**config.mk**
```make
export PLATFORM = sky130hd
export DESIGN_NAME = seq_divider
export DESIGN_NICKNAME = d
export VERILOG_FILES = /design/src/rtl/seq_divider.sv
export SDC_FILE = /design/constraint.sdc
export NUM_CORES = 1
export LEC_CHECK = 0
export CAP_MARGIN = 20
export CORE_MARGIN = 4
export CORE_UTILIZATION = 40
export DETAILED_ROUTE_END_ITERATION = 16
export SLEW_MARGIN = 40
export SYNTH_ARGS = -nofsm -noshare
export SYNTH_HDL_FRONTEND = slang
export SYNTH_SLANG_ARGS = --single-unit
```
**constraint.sdc**
```tcl
create_clock -name clk -period 2.5 [get_ports clk]
set_clock_uncertainty 0.05 [all_clocks]
set_input_delay 0.375 -clock clk [delete_from_list [all_inputs] [get_ports clk]]
set_output_delay 0.375 -clock clk [all_outputs]
set_load 0.01 [all_outputs]
```
**src/rtl/seq_divider.sv**
```systemverilog
// rtl/seq_divider.sv - iterative radix-2 restoring divider with valid/ready handshakes
module seq_divider #(
    parameter int DIVIDEND = 16,
    parameter int DIVISOR  = 8,
    parameter int SIGNED   = 0
) (
    input  logic                clk,
    input  logic                rst_n,
    input  logic                in_valid,
    output logic                in_ready,
    input  logic [DIVIDEND-1:0] dividend,
    input  logic [DIVISOR-1:0]  divisor,
    output logic                out_valid,
    input  logic                out_ready,
    output logic [DIVIDEND-1:0] quotient,
    output logic [DIVISOR-1:0]  remainder,
    output logic                div_by_zero
);

    localparam int CW = $clog2(DIVIDEND);
    localparam logic [DIVIDEND-1:0] ONE_A = {{(DIVIDEND-1){1'b0}}, 1'b1};
    localparam logic [DIVISOR-1:0]  ONE_B = {{(DIVISOR-1){1'b0}}, 1'b1};

    typedef enum logic [1:0] {IDLE, RUN, DONE} state_t;

    state_t              state_q;
    logic [CW-1:0]       cnt_q;
    logic [DIVIDEND-1:0] dq_q;      // dividend bits shift out of the top, quotient bits in at the bottom
    logic [DIVISOR-1:0]  rem_q;     // partial remainder, always < |divisor| between steps
    logic [DIVISOR-1:0]  dsr_q;     // |divisor|
    logic                neg_quo_q;
    logic                neg_rem_q;
    logic                in_ready_q;
    logic                out_valid_q;
    logic [DIVIDEND-1:0] quotient_q;
    logic [DIVISOR-1:0]  remainder_q;
    logic                dbz_q;

    logic                a_neg;
    logic                b_neg;
    logic [DIVIDEND-1:0] a_mag;
    logic [DIVISOR-1:0]  b_mag;
    logic [DIVISOR:0]    shifted;
    logic [DIVISOR+1:0]  trial;
    logic                take;
    logic [DIVISOR-1:0]  rem_d;
    logic [DIVIDEND-1:0] dq_d;
    logic [DIVIDEND-1:0] quo_fix;
    logic [DIVISOR-1:0]  rem_fix;
    logic                unused_trial_bit;

    assign in_ready    = in_ready_q;
    assign out_valid   = out_valid_q;
    assign quotient    = quotient_q;
    assign remainder   = remainder_q;
    assign div_by_zero = dbz_q;

    // The shifted value is at most 2*|divisor|-1, so bit DIVISOR of a kept difference is always 0.
    assign unused_trial_bit = trial[DIVISOR];

    // Operand magnitudes, one restoring step, and the sign fix-up of the step's result
    always_comb begin
        a_neg   = (SIGNED != 0) && dividend[DIVIDEND-1];
        b_neg   = (SIGNED != 0) && divisor[DIVISOR-1];
        a_mag   = a_neg ? (~dividend + ONE_A) : dividend;
        b_mag   = b_neg ? (~divisor + ONE_B) : divisor;
        shifted = {rem_q, dq_q[DIVIDEND-1]};
        trial   = {1'b0, shifted} - {2'b00, dsr_q};
        take    = ~trial[DIVISOR+1];
        rem_d   = take ? trial[DIVISOR-1:0] : shifted[DIVISOR-1:0];
        dq_d    = {dq_q[DIVIDEND-2:0], take};
        quo_fix = neg_quo_q ? (~dq_d + ONE_A) : dq_d;
        rem_fix = neg_rem_q ? (~rem_d + ONE_B) : rem_d;
    end

    // Control FSM with registered handshake and result outputs
    always_ff @(posedge clk or negedge rst_n) begin
        if (!rst_n) begin
            state_q     <= IDLE;
            cnt_q       <= '0;
            dq_q        <= '0;
            rem_q       <= '0;
            dsr_q       <= '0;
            neg_quo_q   <= 1'b0;
            neg_rem_q   <= 1'b0;
            in_ready_q  <= 1'b1;
            out_valid_q <= 1'b0;
            quotient_q  <= '0;
            remainder_q <= '0;
            dbz_q       <= 1'b0;
        end else begin
            case (state_q)
                IDLE: begin
                    if (in_valid) begin
                        in_ready_q <= 1'b0;
                        if (divisor == '0) begin
                            quotient_q  <= '1;
                            remainder_q <= dividend[DIVISOR-1:0];
                            dbz_q       <= 1'b1;
                            out_valid_q <= 1'b1;
                            state_q     <= DONE;
                        end else begin
                            dq_q      <= a_mag;
                            dsr_q     <= b_mag;
                            rem_q     <= '0;
                            neg_quo_q <= a_neg ^ b_neg;
                            neg_rem_q <= a_neg;
                            cnt_q     <= CW'(DIVIDEND - 1);
                            state_q   <= RUN;
                        end
                    end
                end
                RUN: begin
                    dq_q  <= dq_d;
                    rem_q <= rem_d;
                    cnt_q <= cnt_q - CW'(1);
                    if (cnt_q == '0) begin
                        quotient_q  <= quo_fix;
                        remainder_q <= rem_fix;
                        dbz_q       <= 1'b0;
                        out_valid_q <= 1'b1;
                        state_q     <= DONE;
                    end
                end
                DONE: begin
                    if (out_ready) begin
                        out_valid_q <= 1'b0;
                        in_ready_q  <= 1'b1;
                        state_q     <= IDLE;
                    end
                end
                default: begin
                    out_valid_q <= 1'b0;
                    in_ready_q  <= 1'b1;
                    state_q     <= IDLE;
                end
            endcase
        end
    end

endmodule
```
==> Flow_metrics.wiki, run 1 <==
{| class="wikitable"
! Metric !! Value
|-
| RSZ-0062 raised after global routing || no
|-
| Maximum vdd ir drop || 0.643 mV
|-
| Critical path type || reg -> reg
|-
| Fin crit share || 0.937
|-
| Post-route DRC || 0
|-
| Global-route total usage across every layer || 0.172
|-
| Via count normalized by instance count || around 5.3
|-
| Library cell with the largest summed area after synthesis || dfrtp_1
|-
| TritonCTS clock tree || done
|-
| Antenna-violating nets left || 0
|-
| Clock Root Buffer || clkbuf_8
|-
| Gate count of the mapped netlist || 340
|-
| Final slew viol count || 0
|-
| Share of cells above drive strength 1 || 0.125
|-
| Signal arrival time at the worst endpoint || approximately 2600 ps
|-
| Maximum number of pins on one net before global-route repair || 43
|-
| Pwr per Cell Area || approximately 1500 nW/µm²
|-
| Top cells by area in the synthesized netlist || dfrtp_1 (49%), nand2_1 (6.1%), nor2_1 (5.1%), ha_1 (3.5%), o21ai_0 (3.4%)
|-
| Bufs on Longest Clock Path || 2
|-
| Sequential share of the synthesized area || 0.501
|-
| Number of failing setup endpoints in the final timing report || 0
|-
| Net count, final || 440
|-
| First-pass detailed-route iteration total || 4
|-
| Number of warnings printed during yosys synthesis || 0
|-
| Post-synth top area share || 0.493
|-
| Flip-flop cell with the highest count after synthesis || dfrtp_1
|-
| Highest attainable clock frequency || 427 MHz
|-
| Per-cell routed wire length || 15.3 µm
|-
| Distinct cells, synth || 52
|-
| R2R cell count || 6
|-
| Setup tns final || 0 ps
|-
| Fraction of registers with async set or reset after synthesis || 1.00
|-
| Number of buffers created by CTS || 9
|-
| Standard-cell row count || 32
|-
| Worst slew pin tran || a little over 700 ps
|-
| N_diodes || 0
|-
| Number of fill cells || about 730
|-
| Grt ovf || 0
|-
| Critical Path Sink Type || register
|-
| Instance count on the critical path || 6
|-
| Vias in the first global route || 2615
|-
| Hold Path Depth || 1
|-
| Max transition margin || 0.530
|-
| Startpoint types || register
|-
| Max-capacitance violation count || 0
|-
| Buffer count from post-CTS setup fixing || 0
|-
| Highest net fanout along the worst path || 10
|-
| Final core utilization || 0.536
|-
| Post-synthesis register bit count || 65
|-
| Number of I/O pins || 55
|-
| Hold Fails Final Rpt || 0
|-
| Shortest clock period the worst path allows after layout || 2340 ps
|-
| Outcome || finished clean
|-
| Antenna violations before repair || 0
|-
| Horizontal die dimension || 98.1 µm
|-
| Number of buffer and inverter instances along the worst setup path || 0
|-
| Number of port buffers || 54
|-
| Syn_nets || 378
|-
| Floorplan core area || 7810 µm²
|-
| Clk_lat worst skew || 350 ps
|-
| Data required time of the critical path || approximately 2700 ps
|-
| Slowest library cell on the worst path || dfrtp_1
|-
| Total Die Area || 9630 µm²
|-
| Post-CTS clock slew at the launch and capture registers of the worst setup and hold paths || 80 ps
|-
| Static power due to leakage || 1.83 nW
|-
| Wirelength, routed || 7.77 mm
|-
| Layout Area Growth over Synthesis || 28.8%
|-
| Detailed Route Iter0 Violations || 149
|-
| Placed wire-length estimate after detailed placement || 5.73 mm
|-
| Cell-by-cell listing of the critical path || ha_1 -> o21a_1 -> o21ai_0 -> a32o_2 -> mux2i_1 -> o22a_1
|-
| Dominant cell by count in the synthesized netlist || dfrtp_1
|-
| H-tree levels || 3
|-
| Family with the most delay on the worst path || compound AO/OA/AOI/OAI gates
|-
| CTS Sinks || 65
|-
| Commonest cells in the synthesized netlist || dfrtp_1 (64), nand2_1 (53), nor2_1 (44)
|-
| Summed instance area of the synthesized netlist || around 3200 µm²
|-
| First-pass GRT wire length || 13.3 mm
|-
| Max incr delay on CP || between 400 and 500 ps
|-
| Post-synth EDFFs || 0
|-
| Starting density of the core || 0.416
|-
| Placer congestion estimate || 0.828
|-
| Vertical die dimension || 98.1 µm
|-
| Mapped Avg Cell Area || 9.56 µm²
|-
| Hold crit path type || reg -> reg
|-
| Vias || approximately 2700
|}
## logic make-up after synthesis
family | Yosys count | synth area share
adder cells (fa/ha/maj) | 10 | 0.0408
XOR/XNOR | 2 | 0.00539
flip-flops | 65 | 0.501
AND/OR/NAND/NOR | 128 | 0.183
AO/OA/AOI/OAI | 99 | 0.209
buffers and inverters | 30 | 0.0416
multiplexers | 6 | 0.0189
## registers in the layout, indices dropped and copies added (netlist names)
name,cells
dq_q,16
quotient,16
dsr_q,8
rem_q,8
remainder,8
cnt_q,4
state_q,2
div_by_zero,1
in_ready,1
out_valid,1
## power by group
group / internal, mW / switching, mW
sequential: 1.61 / 0.389
combinational: 1.63 / 1.78
clock: 0.469 / 0.451
total: 3.70 / 2.62
## what timing repair did
item	4_1_cts	5_1_grt
endpoints found under the hold margin	23	0
hold buffers	1	0
resized for setup	0	1
setup endpoints to repair	0	2
## path summary, 6_finish.rpt
check	startpoint	slack [ps]	end
worst max-delay path	rem_q[4]$_DFFE_PN0P_	160	remainder[1]$_DFFE_PN0P_
worst min register to register	out_valid$_DFFE_PN0P_	440	out_valid$_DFFE_PN0P_
worst max register to register	rem_q[4]$_DFFE_PN0P_	160	remainder[1]$_DFFE_PN0P_
min in group asynchronous	rst_n	500	quotient[5]$_DFFE_PN0P_
max in group asynchronous	rst_n	1220	in_ready$_DFFE_PN1P_
worst min-delay path	out_valid$_DFFE_PN0P_	440	out_valid$_DFFE_PN0P_
## cells in the final DEF, fill, tap and decap left out, types with 4 or more instances in the layout
| cell | synthesis | layout |
|---|---|---|
| a21o_1 | 7 | 7 |
| a21oi_1 | 16 | 16 |
| a22oi_1 | 8 | 8 |
| a31oi_1 | 11 | 11 |
| buf_4 | 2 | 10 |
| clkbuf_8 | 0 | 9 |
| clkdlybuf4s50_1 | 0 | 53 |
| dfrtp_1 | 64 | 64 |
| ha_1 | 9 | 9 |
| inv_1 | 13 | 13 |
| mux2i_1 | 5 | 5 |
| nand2_1 | 53 | 53 |
| nand3_1 | 7 | 7 |
| nor2_1 | 44 | 44 |
| nor3_1 | 4 | 4 |
| o21a_1 | 5 | 5 |
| o21ai_0 | 22 | 22 |
| o22a_1 | 10 | 10 |
## cell type report
type	count	area [µm²]	share of cell area
clock buffer	9	124	0.0296
sequential	65	1630	0.389
tap	102	128	0.0305
inverter	13	48.8	0.0117
timing repair buffer	68	681	0.163
multi-input combinational	245	1500	0.358
clock inverter	7	77.6	0.0185
## layer usage
metal	GRT usage	vias up	routed length (µm)
met3	0.0364	13	417
met1	0.264	1278	4010
met4	0.0630	0	132
met5	0	-	0
li1	-	1326	-
met2	0.236	81	3210
## metrics by stage
step	worst slack (ps)	hold slack [ps]	instance area [µm²]	total power, mW	std cells
finish	157	441	4190	6.33	509
global route	25.9	461	4190	6.89	509
CTS	164	444	4180	6.36	509
detailed placement	60.4	347	3970	5.43	492
global placement	23.1	345	3960	5.34	492
floorplan	430	29.4	3250	4.30	340
Power figures use the tool's default switching activity.
==> run 2, diff against run 1 <==
--- a/config.mk
+++ b/config.mk
@@ -9,6 +9,7 @@
 export CORE_MARGIN = 4
 export CORE_UTILIZATION = 40
 export DETAILED_ROUTE_END_ITERATION = 16
+export RECOVER_POWER = 50
 export SLEW_MARGIN = 40
 export SYNTH_ARGS = -nofsm -noshare
 export SYNTH_HDL_FRONTEND = slang
==> Flow_metrics.wiki, run 2 (same netlist as run 1, synthesis figures left out) <==
{| class="wikitable"
! Metric !! Value
|-
| Outcome || finished clean
|-
| Antenna violations before repair || 0 (unchanged)
|-
| Highest attainable clock frequency || 426 MHz (-0.18%)
|-
| Highest signal layer in the routed design || met4
|-
| Per-cell routed wire length || 15.3 µm (+0.19%)
|-
| Pwr per Cell Area || 1500 nW/µm² (-0.54%)
|-
| Max incr delay on CP || 420 ps (-20 ps)
|-
| Global-route total usage across every layer || 0.172 (unchanged)
|-
| Post-route DRC || 0 (unchanged)
|-
| Detailed Route Iter0 Violations || 151 (+1.3%)
|-
| Hold crit path type || reg -> reg
|-
| Family with the most delay on the worst path || compound AO/OA/AOI/OAI gates
|-
| Worst slew pin tran || 1320 ps (+619 ps)
|-
| Instance count on the critical path || 6 (unchanged)
|-
| Vias in the first global route || 2615 (unchanged)
|-
| Maximum vdd ir drop || 0.630 mV (-2.1%)
|-
| CTS Sinks || 65 (unchanged)
|-
| Final core utilization || 0.536 (about the same)
|-
| Via count normalized by instance count || 5.31 (+0.22%)
|-
| Hold Path Depth || 1 (unchanged)
|-
| Metal-1 WL || 4.02 mm (+0.12%)
|-
| N_diodes || 0 (unchanged)
|-
| Startpoint types || register
|-
| Placed wire-length estimate after detailed placement || 5.73 mm (unchanged)
|-
| Commonest cells after routing, fill and taps aside || dfrtp_1 (64), nand2_1 (53), nor2_1 (44), clkdlybuf4s50_1 (42), o21ai_0 (22)
|-
| Number of port buffers || 54 (unchanged)
|-
| Static power due to leakage || 1.82 nW (-0.19%)
|-
| Share of cells above drive strength 1 || 0.120 (-0.00491)
|-
| FF+latch area || 1630 µm² (unchanged)
|-
| Max-capacitance violation count || 0 (unchanged)
|-
| Area occupied by multi-input gates || 1500 µm² (-0.17%)
|-
| First-pass detailed-route iteration total || 4 (unchanged)
|-
| Floorplan core area || 7810 µm² (unchanged)
|-
| Grt ovf || 0 (unchanged)
|-
| Shortest clock period the worst path allows after layout || 2350 ps (+4.25 ps)
|-
| Standard-cell row count || 32 (unchanged)
|-
| Total Die Area || 9630 µm² (unchanged)
|-
| Data required time of the critical path || 2730 ps (about the same)
|-
| Most frequent standard cell in the layout excluding fill and tap cells || dfrtp_1
|-
| Placer congestion estimate || 0.828 (unchanged)
|-
| Number of I/O pins || 55 (unchanged)
|-
| Hold slack final || 434 ps (-6.54 ps)
|-
| Length of routed met2 wiring || 3.22 mm (+0.41%)
|-
| Highest net fanout along the worst path || 10 (unchanged)
|-
| Clk_lat worst skew || 350 ps (about the same)
|-
| Post-CTS clock slew at the launch and capture registers of the worst setup and hold paths || 80 ps (about the same)
|-
| Number of failing setup endpoints in the final timing report || 0 (unchanged)
|-
| Wirelength, routed || 7.79 mm (+0.19%)
|-
| Maximum number of pins on one net before global-route repair || 43 (unchanged)
|-
| Layout Area Growth over Synthesis || 28.7% (about the same)
|-
| Max transition margin || 0.117 (-0.413)
|-
| H-tree levels || 3 (unchanged)
|-
| Number of buffer and inverter instances along the worst setup path || 0 (unchanged)
|-
| Setup tns final || 0 ps (unchanged)
|-
| Clock Root Buffer || clkbuf_8
|-
| Vertical die dimension || 98.1 µm (unchanged)
|-
| RSZ-0062 raised after global routing || no
|-
| Overall power || 6.29 mW (-0.63%)
|-
| Hold Fails Final Rpt || 0 (unchanged)
|-
| Net count, final || 440 (unchanged)
|-
| Number of buffers created by CTS || 9 (unchanged)
|-
| Critical Path Sink Type || register
|-
| Routed length on met3 || 416 µm (-0.24%)
|-
| Antenna-violating nets left || 0 (unchanged)
|-
| First-pass GRT wire length || 13.3 mm (unchanged)
|-
| Starting density of the core || 0.416 (unchanged)
|-
| TritonCTS clock tree || done
|-
| Signal arrival time at the worst endpoint || 2580 ps (about the same)
|-
| Cell-by-cell listing of the critical path || ha_1 -> a21o_1 -> nor3_2 -> a32o_2 -> mux2i_1 -> o22a_1
|-
| R2R cell count || 6 (unchanged)
|-
| Critical path type || reg -> reg
|-
| Horizontal die dimension || 98.1 µm (unchanged)
|-
| Bufs on Longest Clock Path || 2 (unchanged)
|-
| Number of fill cells || 730 (+0.27%)
|-
| Final slew viol count || 0 (unchanged)
|-
| Fin crit share || 0.939 (+0.00170)
|-
| Slowest library cell on the worst path || dfrtp_1
|-
| Vias || 2704 (+0.22%)
|}
run 2: through the flow:
step           cells  instance area, µm²  worst slack [ps]
2_1_floorplan    340                3250               430
3_3_place_gp     492                3960              23.1
3_5_place_dp     492                3970              60.4
4_1_cts          509                4180               164
5_1_grt          509                4180              25.9
6_report         509                4180               153
run 2: report_power, final:
| part | internal [mW] | leakage [nW] | switching (mW) |
|---|---|---|---|
| Sequential | 1.61 | 0.758 | 0.385 |
| Combinational | 1.59 | 0.965 | 1.78 |
| Clock | 0.469 | 0.100 | 0.450 |
run 2: final timing paths:
check / start / to / slack (ps)
worst max-delay path: rem_q[5]$_DFFE_PN0P_ / remainder[1]$_DFFE_PN0P_ / 150
worst min-delay path: out_valid$_DFFE_PN0P_ / out_valid$_DFFE_PN0P_ / 430
worst max register to register: rem_q[5]$_DFFE_PN0P_ / remainder[1]$_DFFE_PN0P_ / 150
worst min register to register: out_valid$_DFFE_PN0P_ / out_valid$_DFFE_PN0P_ / 430
max in group asynchronous: rst_n / in_ready$_DFFE_PN1P_ / 680
min in group asynchronous: rst_n / quotient[5]$_DFFE_PN0P_ / 800
run 2: area by class of cell:
cell class,count,area share
clock buffer,9,0.0296
inverter,13,0.0117
timing repair buffer,68,0.162
sequential,65,0.389
clock inverter,7,0.0185
multi-input combinational,245,0.358
tap,102,0.0305
run 2: layer usage:
layer	global-route usage	vias up
met2	0.236	84
met3	0.0364	14
met5	0	-
li1	-	1326
met4	0.0630	0
met1	0.264	1280
run 2: what timing repair did:
| action | in CTS | in global routing |
|---|---|---|
| buffers inserted | 0 | 0 |
| hold buffers | 1 | 0 |
| gates resized for setup | 0 | 1 |
| setup endpoints to repair | 0 | 2 |
| endpoints found under the hold margin | 23 | 0 |
run 2: worst register-to-register path: cells and delay by family, from the launching register on:
| kind | cells | cell delay (ps) |
|---|---|---|
| AOI/OAI and AO/OA | 3 | 810 |
| DFF | 1 | 420 |
| muxes | 1 | 420 |
| adders and majority gates | 1 | 390 |
| and+or+nand+nor | 1 | 200 |
==> run 3, diff against run 2 <==
--- a/config.mk
+++ b/config.mk
@@ -6,11 +6,12 @@
 export NUM_CORES = 1
 export LEC_CHECK = 0
 export CAP_MARGIN = 20
+export CORE_ASPECT_RATIO = 2
 export CORE_MARGIN = 4
 export CORE_UTILIZATION = 40
 export DETAILED_ROUTE_END_ITERATION = 16
 export RECOVER_POWER = 50
-export SLEW_MARGIN = 40
+export SLEW_MARGIN = 10
 export SYNTH_ARGS = -nofsm -noshare
 export SYNTH_HDL_FRONTEND = slang
 export SYNTH_SLANG_ARGS = --single-unit
==> Flow_metrics.wiki, run 3 (same netlist as run 1, synthesis figures left out) <==
{| class="wikitable"
! Metric !! Value
|-
| Clock Root Buffer || clkbuf_16
|-
| Commonest cells after routing, fill and taps aside || dfrtp_1 (64), nand2_1 (53), nor2_1 (44), clkdlybuf4s50_1 (41), o21ai_0 (22)
|-
| Share of cells above drive strength 1 || 0.133 (+0.0128)
|-
| Maximum number of pins on one net before global-route repair || 66 (+53%)
|-
| Critical Path Sink Type || register
|-
| Buffer count from post-CTS setup fixing || 0 (unchanged)
|-
| First-pass detailed-route iteration total || 5 (+1)
|-
| Final slew viol count || 66 (+66)
|-
| Most frequent standard cell in the layout excluding fill and tap cells || dfrtp_1
|-
| Post-CTS clock slew at the launch and capture registers of the worst setup and hold paths || 50 ps (-30 ps)
|-
| Startpoint types || register
|-
| Vias in the first global route || 2830 (+8.2%)
|-
| Placer congestion estimate || 0.819 (-1.1%)
|-
| Net count, final || 446 (+1.4%)
|-
| Post-route DRC || 0 (unchanged)
|-
| Number of port buffers || 54 (unchanged)
|-
| R2R cell count || 6 (unchanged)
|-
| Global route hottest layer || met2
|-
| Placed wire-length estimate after detailed placement || 6.53 mm (+14%)
|-
| Grt ovf || 0 (unchanged)
|-
| Met2 Track Usage GR || 0.338 (+0.102)
|-
| RSZ-0062 raised after global routing || no
|-
| Cell Count, Final, Fillers Out || 509 (unchanged)
|-
| Switching share of power || 0.388 (-0.0287)
|-
| Horizontal die dimension || 71.7 µm (-27%)
|-
| Part of the total power dissipated in combinational logic || 0.503 (-0.034)
|-
| Maximum vdd ir drop || 0.751 mV (+19%)
|-
| Layout Area Growth over Synthesis || 32.3%
|-
| Via count normalized by instance count || 5.45 (+2.6%)
|-
| Max-capacitance violation count || 1 (+1)
|-
| Number of failing setup endpoints in the final timing report || 0 (unchanged)
|-
| Per-cell routed wire length || 16.9 µm (+11%)
|-
| Number of fill cells || 748 (+2.5%)
|-
| Antenna-violating nets left || 0 (unchanged)
|-
| Total Die Area || 9720 µm² (+0.90%)
|-
| Signal arrival time at the worst endpoint || 2460 ps (-120 ps)
|-
| Internal power consumption || 4.15 mW (+13%)
|-
| Pwr per Cell Area || 1580 nW/µm² (+5.0%)
|-
| Vertical die dimension || 135 µm (+38%)
|-
| Data required time of the critical path || 2650 ps (-80 ps)
|-
| Hold Fails Final Rpt || 0 (unchanged)
|-
| CTS Sinks || 65 (unchanged)
|-
| Inst Count DP || 493 (+0.20%)
|-
| Power share of the clock group || 0.202 (+0.056)
|-
| Starting density of the core || 0.409 (-0.00708)
|-
| Outcome || complete, but fails checks
|-
| # hold bufs at CTS || 0 (-1)
|-
| Vias || 2774 (+2.6%)
|-
| Clk_lat worst skew || 320 ps (-30 ps)
|-
| Floorplan core area || 7940 µm² (+1.7%)
|-
| Net switching power || 2.63 mW (+0.51%)
|-
| Highest attainable clock frequency || 433 MHz (+1.6%)
|-
| Hold crit path type || reg -> reg
|-
| Critical path type || reg -> reg
|-
| Met3 track demand over resource in global routing || 0.0423 (+0.00592)
|-
| N_diodes || 0 (unchanged)
|-
| Static power due to leakage || 1.90 nW (+4.0%)
|-
| H-tree levels || 3 (unchanged)
|-
| Global-route total usage across every layer || 0.190 (+0.0186)
|-
| Fin crit share || 0.924 (-0.0152)
|-
| Worst slew pin tran || 1650 ps (+322 ps)
|-
| Overall power || 6.79 mW (+7.9%)
|-
| Antenna violations before repair || 0 (unchanged)
|-
| Max transition margin || -0.0977 (-0.214)
|-
| Wirelength, routed || 8.61 mm (+11%)
|-
| Shortest clock period the worst path allows after layout || 2310 ps (-38.0 ps)
|-
| Violated checks || capacitance limit, slew limit
|-
| Number of buffers created by CTS || 9 (unchanged)
|-
| Hold Path Depth || 1 (unchanged)
|-
| Part of the total power dissipated in sequential elements || 0.295 (-0.022)
|-
| Standard-cell row count || 46 (+44%)
|-
| TritonCTS clock tree || done
|-
| First-pass GRT wire length || 14.1 mm (+5.8%)
|-
| Detailed Route Iter0 Violations || 209 (+38%)
|-
| Number of I/O pins || 55 (unchanged)
|-
| Met1 usage || 0.205 (-0.0589)
|-
| Highest net fanout along the worst path || 10 (unchanged)
|-
| Bufs on Longest Clock Path || 2 (unchanged)
|}
run 3: path summary, 6_finish.rpt:
path | startpoint | slack (ps) | end
max | rem_q[5]$_DFFE_PN0P_ | 190 | remainder[6]$_DFFE_PN0P_
min | out_valid$_DFFE_PN0P_ | 430 | out_valid$_DFFE_PN0P_
max reg2reg | rem_q[5]$_DFFE_PN0P_ | 190 | remainder[6]$_DFFE_PN0P_
min reg2reg | out_valid$_DFFE_PN0P_ | 430 | out_valid$_DFFE_PN0P_
max in group asynchronous | rst_n | 910 | rem_q[1]$_DFFE_PN0P_
min in group asynchronous | rst_n | 510 | remainder[6]$_DFFE_PN0P_
run 3: layout make-up:
class	count	area, µm²	share of cell area
Clock buffer	14	264	0.0614
Clock inverter	2	60.1	0.0140
Inverter	13	48.8	0.0114
Multi-Input combinational cell	245	1490	0.348
Sequential cell	65	1630	0.379
Tap cell	96	120	0.0279
Timing Repair Buffer	74	683	0.159
run 3: critical path, stage by stage, from the launching register on:
cell and delay [ps]:
dfrtp_1 420, ha_1 400, a21o_1 260, nor3_2 210, a32o_2 400, a21oi_1 140
o31a_1 310
run 3: what timing repair did:
action	4_1_cts	5_1_grt
endpoints found under the hold margin	0	0
gates resized for setup	0	1
endpoints found under the setup margin	0	2
run 3: layer usage:
| metal | share of wire | routed length (µm) |
|---|---|---|
| met1 | 0.38 | 3240 |
| met2 | 0.54 | 4660 |
| met3 | 0.046 | 400 |
| met4 | 0.035 | 303 |
| met5 | 0 | 0 |
run 3: power groups by stage:
stage | clock network [mW] | registers, mW | logic (mW)
final | 1.37 | 2.00 | 3.41
after detailed placement | 0 | 2.03 | 3.48
after global routing | 1.44 | 2.08 | 3.81
after CTS | 1.39 | 2.01 | 3.49
after global placement | 0 | 2.02 | 3.40
after floorplan | 0 | 2.01 | 2.29
run 3: metrics by stage:
stage | TNS [ps] | hold WS (ps) | util | setup slack (ps) | area [µm²]
6_report | 0 | 427 | 0.541 | 191 | 4300
5_1_grt | 0 | 444 | 0.541 | 77.2 | 4300
4_1_cts | 0 | 23.3 | 0.542 | 90.7 | 4310
3_5_place_dp | -83.7 | 370 | 0.502 | -83.7 | 3980
3_3_place_gp | -42.7 | 373 | 0.502 | -42.7 | 3980
2_1_floorplan | 0 | 29.4 | - | 430 | 3250
==> variant 1, RTL diff (config.mk and constraints of run 1) <==
Change the parameter `DIVIDEND` from 16 to 8.
--- a/src/rtl/seq_divider.sv
+++ b/src/rtl/seq_divider.sv
@@ -1,6 +1,6 @@
 // rtl/seq_divider.sv - iterative radix-2 restoring divider with valid/ready handshakes
 module seq_divider #(
-    parameter int DIVIDEND = 16,
+    parameter int DIVIDEND = 8,
     parameter int DIVISOR  = 8,
     parameter int SIGNED   = 0
 ) (
Interface: changed (resized dividend and quotient); port bits go from 55 to 39. No check against the original RTL was run, so the function may have changed too.
==> variant 1 against run 1 <==
Sequential power is 28% lower; sequential cell count is 17 lower; clock power is 49% lower; synthesized area is 24% lower; wire length is 21% lower; design area is 23% lower; worst setup slack worse by 0.096 ns; total power is 23% lower; final cell count is 22% lower.
==> variant 1: results (changes against run 1) <==
[outcome]
outcome=complete, no violations

[synth]
synth.lib_cells_used.distinct=50  ; -3.8%
yosys_register_bits=48  ; -26%
synth-compound-area-share_pct=21.2  ; +0.27 points
synth-adder-area-share_pct=5.87  ; +1.8 points
synth-xor-area-share_pct=0.354  ; -0.18 points
syn_nets=301  ; -20%
synth.top_cells.by_count=sky130_fd_sc_hd__dfrtp_1, sky130_fd_sc_hd__nand2_1, sky130_fd_sc_hd__nor2_1
yosys-top-cells-area=sky130_fd_sc_hd__dfrtp_1, sky130_fd_sc_hd__nand2_1, sky130_fd_sc_hd__ha_1, sky130_fd_sc_hd__nor2_1, sky130_fd_sc_hd__o21ai_0
synth.area.mux_share_pct=1.27  ; -0.62 points
avg_inst_size_synth_sq_um=9.15  ; -4.2%
portion_of_the_post_synthesis_area_used_by_sequential_elements_pct=48.7  ; -1.4 points

[worst_setup_path]
launch_instance_of_the_worst_register_to_register_path=rem_q[5]
timing.critical_path.slowest_stage_cell=sky130_fd_sc_hd__a2111oi_4
timing.setup.critical_path_class=flop to flop
worst-r2r-cell-count=7  ; +1
critPathCapture=rem_q[3]
critical_path_peak_fanout=6  ; -4
crit_arrival_ns=2.57  ; about the same

[drt]
vias_per_cell=5.33  ; +0.54%
drt-total-wl_um=6180  ; -21%
drt_iter0_drc=130  ; -13%
drt-pass1-iter-count=4  ; unchanged
met1Wirelength_um=2930  ; -27%
met2RoutedLength_um=2830  ; -12%
met3WireLength_um=317  ; -24%

[clocking]
numCtsBuffers=5  ; -4
post_cts_resized=2  ; +2
clock_tree.htree_level_count=2  ; -1

[layout]
layoutNonFillerInstCount=398  ; -22%
n_multi_input_combinational_cell=193  ; -21%
layout.clock.cell_area_share_pct=2.72  ; -2.1 points
area_used_by_multi_input_combinational_logic_sq_mm=0.00123  ; -18%
final.signal_buffer_count=57  ; -16%
drive_above_1_share_pct=13.9  ; +1.4 points
seq_area_share_pct=37.4  ; -1.5 points
post_layout_nets=353  ; -20%
clock_buffers=5  ; -4
fillers=543  ; -25%
inverters_excl_clock=17  ; +4

[global_route]
largest_net_degree_at_the_start_of_global_routing=32  ; -26%
grt.met2_usage_pct=26.8  ; +3.2 points
first_global_vias=2051  ; -22%
grt_pass1_wl_um=10100  ; -24%
grtUsageMet1_pct=24.8  ; -1.7 points

[place]
detailed_place.area_sq_mm=0.00302  ; -24%
globalplace.congestion=0.832  ; +0.43%
buffer_ports.inserted=38  ; -30%
place_inst=388  ; -21%

[timing]
slew_headroom_pct=57.0  ; +4.0 points
fin_crit_sh_pct=97.5  ; +3.8 points
hold_slack_ns=0.416  ; -0.0243 ns

[worst_hold_path]
min_path_type=input pin to async pin

[power]
combinational_power_mw=2.96  ; -13%
power_sequential_mw=1.43  ; -28%
comb_power_share_pct=60.9  ; +7.0 points
p_sw_share_pct=44.0  ; +2.6 points

[floorplan]
well_tap_count=75  ; -26%

## variant 1: changes by cell type in the layout (fill, tap and decap cells not counted), sizes merged, moves of 4 or more
cell / delta
a2111oi: +4
a21oi: -10
buf: +5
clkbuf: -4
clkdlybuf4s50: -16
dfrtp: -17
nand2: -16
nand3: -6
nor2: -9
o21ai: +4
o22a: -8
## variant 1: worst register-to-register path: stages, from the launching register on
cell	delay [ns]
sky130_fd_sc_hd__dfrtp_1	0.41
sky130_fd_sc_hd__ha_1	0.36
sky130_fd_sc_hd__a21o_1	0.29
sky130_fd_sc_hd__a2111oi_4	0.45
sky130_fd_sc_hd__a31oi_4	0.22
sky130_fd_sc_hd__buf_4	0.21
sky130_fd_sc_hd__o21ai_1	0.23
sky130_fd_sc_hd__o21ai_0	0.12
## variant 1: worst min-delay path by stage
stage                      from           end
final                     rst_n  remainder[4]
after CTS                 rst_n       dq_q[6]
after floorplan           rst_n      cnt_q[0]
after global placement    rst_n  remainder[4]
after detailed placement  rst_n  remainder[4]
after global routing      rst_n      rem_q[0]
==> variant 2, RTL diff (flow settings as in run 1) <==
Made on the original files. Register the inputs `dividend` and `divisor` before use, without a reset. The logic sees them one clock later. The other inputs are not delayed to match.
--- a/src/rtl/seq_divider.sv
+++ b/src/rtl/seq_divider.sv
@@ -22,6 +22,14 @@
     localparam logic [DIVISOR-1:0]  ONE_B = {{(DIVISOR-1){1'b0}}, 1'b1};
 
     typedef enum logic [1:0] {IDLE, RUN, DONE} state_t;
+
+    logic [DIVIDEND-1:0] dividend_q;
+    logic [DIVISOR-1:0] divisor_q;
+
+    always_ff @(posedge clk) begin
+        dividend_q <= dividend;
+        divisor_q  <= divisor;
+    end
 
     state_t              state_q;
     logic [CW-1:0]       cnt_q;
@@ -60,10 +68,10 @@
 
     // Operand magnitudes, one restoring step, and the sign fix-up of the step's result
     always_comb begin
-        a_neg   = (SIGNED != 0) && dividend[DIVIDEND-1];
-        b_neg   = (SIGNED != 0) && divisor[DIVISOR-1];
-        a_mag   = a_neg ? (~dividend + ONE_A) : dividend;
-        b_mag   = b_neg ? (~divisor + ONE_B) : divisor;
+        a_neg   = (SIGNED != 0) && dividend_q[DIVIDEND-1];
+        b_neg   = (SIGNED != 0) && divisor_q[DIVISOR-1];
+        a_mag   = a_neg ? (~dividend_q + ONE_A) : dividend_q;
+        b_mag   = b_neg ? (~divisor_q + ONE_B) : divisor_q;
         shifted = {rem_q, dq_q[DIVIDEND-1]};
         trial   = {1'b0, shifted} - {2'b00, dsr_q};
         take    = ~trial[DIVISOR+1];
@@ -93,9 +101,9 @@
                 IDLE: begin
                     if (in_valid) begin
                         in_ready_q <= 1'b0;
-                        if (divisor == '0) begin
+                        if (divisor_q == '0) begin
                             quotient_q  <= '1;
-                            remainder_q <= dividend[DIVISOR-1:0];
+                            remainder_q <= dividend_q[DIVISOR-1:0];
                             dbz_q       <= 1'b1;
                             out_valid_q <= 1'b1;
                             state_q     <= DONE;
Check against the original RTL: not equivalent (a bounded check fails within 4 cycles, from zero or initial values and one cycle with rst_n low).
==> variant 2 against run 1 <==
First-iteration DRC count decreased by 14%; critical path type unchanged; fmax increased by 3.7%; wire length increased by 13%; total power increased by 6.4%; sequential cell count increased by 24; sequential power increased by 20%; synthesized area increased by 18%; highest routed layer unchanged; die area increased by 16%; worst setup slack improved by 0.084 ns; design area increased by 13%; global-route usage decreased by 0.24 points; core utilization decreased by 2.7 points; critical endpoint unchanged.
==> variant 2: results (changes against run 1) <==
[layout]
drive_above_1_share_pct=9.23  ; -3.3 points
fillers=891  ; +22%
layoutNonFillerInstCount=595  ; +17%
post_layout_nets=499  ; +13%

[global_route]
grt_pass1_wl_um=15100  ; +14%
globalRouteTotalUtil_pct=16.9  ; -0.24 points
largest_net_degree_at_the_start_of_global_routing=33  ; -23%
antenna_found_initial=0  ; unchanged
first_global_vias=3075  ; +18%

[synth]
synth-xor-area-share_pct=0.458  ; -0.082 points
synth-adder-area-share_pct=3.46  ; -0.62 points
synth.lib_cells_used.distinct=60  ; +15%
ys_dominant_reg_cell=sky130_fd_sc_hd__dfrtp_1
synth.top_cells.by_count=sky130_fd_sc_hd__nand2_1, sky130_fd_sc_hd__dfrtp_1, sky130_fd_sc_hd__nor2_1
synth.area.mux_share_pct=1.37  ; -0.51 points
portion_of_the_post_synthesis_area_used_by_sequential_elements_pct=55.1  ; +5.0 points
syn_nets=441  ; +17%
yosys-top-cells-area=sky130_fd_sc_hd__dfrtp_1, sky130_fd_sc_hd__dfxtp_1, sky130_fd_sc_hd__nand2_1, sky130_fd_sc_hd__o21ai_0, sky130_fd_sc_hd__a31oi_1
yosysWarningCount=0  ; unchanged
async_flop_share_pct=73.0  ; -27 points
synth-compound-area-share_pct=16.5  ; -4.4 points
avg_inst_size_synth_sq_um=9.50  ; -0.59%

[timing]
finalHoldViolations=0  ; unchanged
setup_slack_ns=0.241  ; +0.0835 ns
worst_margin_pin_slew_ns=0.587  ; -0.119 ns
hold_slack_ns=0.391  ; -0.0491 ns

[place]
detailed_place.area_sq_mm=0.00453  ; +14%
place.detailed.hpwl_um=6420  ; +12%
place_inst=578  ; +17%
dp_slack_ns=0.265  ; +0.205 ns
buffer_ports.inserted=54  ; unchanged
globalplace.congestion=0.833  ; +0.52%

[drt]
routed-via-count=3017  ; +12%
drt-total-wl_um=8760  ; +13%
drt-pass1-iter-count=5  ; +1
drt_iter0_drc=128  ; -14%

[worst_setup_path]
crit_arrival_ns=2.49  ; -0.09 ns
worst-r2r-cell-count=7  ; +1
critical_path_peak_fanout=11  ; +1
launch_instance_of_the_worst_register_to_register_path=rem_q[5]
timing.rr.end=remainder[1]
max_stage_delay_ns=0.43
timing.critical_path.slowest_stage_cell=sky130_fd_sc_hd__dfrtp_1
dominant_delay_contributor_by_cell_family_on_the_critical_path=compound AO/OA/AOI/OAI gates

[clocking]
clkSlewWorstSetupHoldPaths_ns=0.10  ; +0.02 ns
clock_tree.htree_level_count=3  ; unchanged
post_cts_resized=0  ; unchanged
numCtsBuffers=9  ; unchanged
clk_root_buffer_cell=sky130_fd_sc_hd__clkbuf_8
post_cts_hold_buffer_count=1  ; unchanged
insertion_delay_to_the_later_sink_of_the_worst_skew_pair_ns=0.36

[worst_hold_path]
worstHoldEndpoint=a_mag[13]
min_path_type=input pin to flop
min-delay-start=dividend[13]
timing.hold.worst_path_depth=1  ; unchanged

[power]
ir_drop_mv=0.472  ; -27%
power_leakage_nw=2.12  ; +16%

[outcome]
outcome=complete, no violations

-- variant 2: changes by cell type after synthesis, sizes merged, moves of 3 or more --
cell,run 1,this run
o21ai,22,36
nor3b,4,1
o211ai,0,3
a31oi,11,19
nand3,7,2
nand2b,1,5
a21o,8,5
a22oi,8,1
o22a,10,2
clkbuf,8,12
nand2,54,101
nor2,44,31
dfxtp,0,24
a21oi,18,10
-- variant 2: cells by family (layout without fill, tap and decap cells) --
group	count (synthesis)	count (layout)
AO/OA/AOI/OAI	98	98
XOR/XNOR	2	2
adder cells (fa/ha/maj)	10	10
buffers and inverters	37	100
flip-flops	89	89
multiplexers	5	5
AND/OR/NAND/NOR	162	162
-- variant 2: power breakdown --
part	switching [mW]	leakage, nW	internal, mW	total, mW
registers	0.399	0.971	1.99	2.39
clock network	0.550	0.0945	0.384	0.934
logic	1.88	1.06	1.53	3.41
total	2.83	2.12	3.91	6.74
-- variant 2: layout make-up --
type	instances	area [sq um]	share of cell area (%)
Tap cell	129	161	3.41
Timing Repair Buffer	69	663	14.0
Inverter	15	56.3	1.19
Clock buffer	9	124	2.62
Clock inverter	7	61.3	1.30
Sequential cell	89	2110	44.6
Multi-Input combinational cell	277	1560	32.9
-- variant 2: worst max path at each step --
| stage | to | start |
|---|---|---|
| 2_1_floorplan | remainder[6] | dq_q[15] |
| 3_3_place_gp | remainder[1] | rem_q[5] |
| 3_5_place_dp | remainder[1] | rem_q[5] |
| 4_1_cts | remainder[1] | rem_q[5] |
| 5_1_grt | rem_q[6] | dq_q[15] |
| 6_report | remainder[1] | rem_q[5] |
-- variant 2: metal layers --
metal / up-vias / wire [um] / track usage, %
met5: - / 0 / 0
met4: 0 / 157 / 6.66
met3: 8 / 431 / 4.04
met2: 79 / 3950 / 25.5
met1: 1431 / 4220 / 23.5
li1: 1499 / - / -
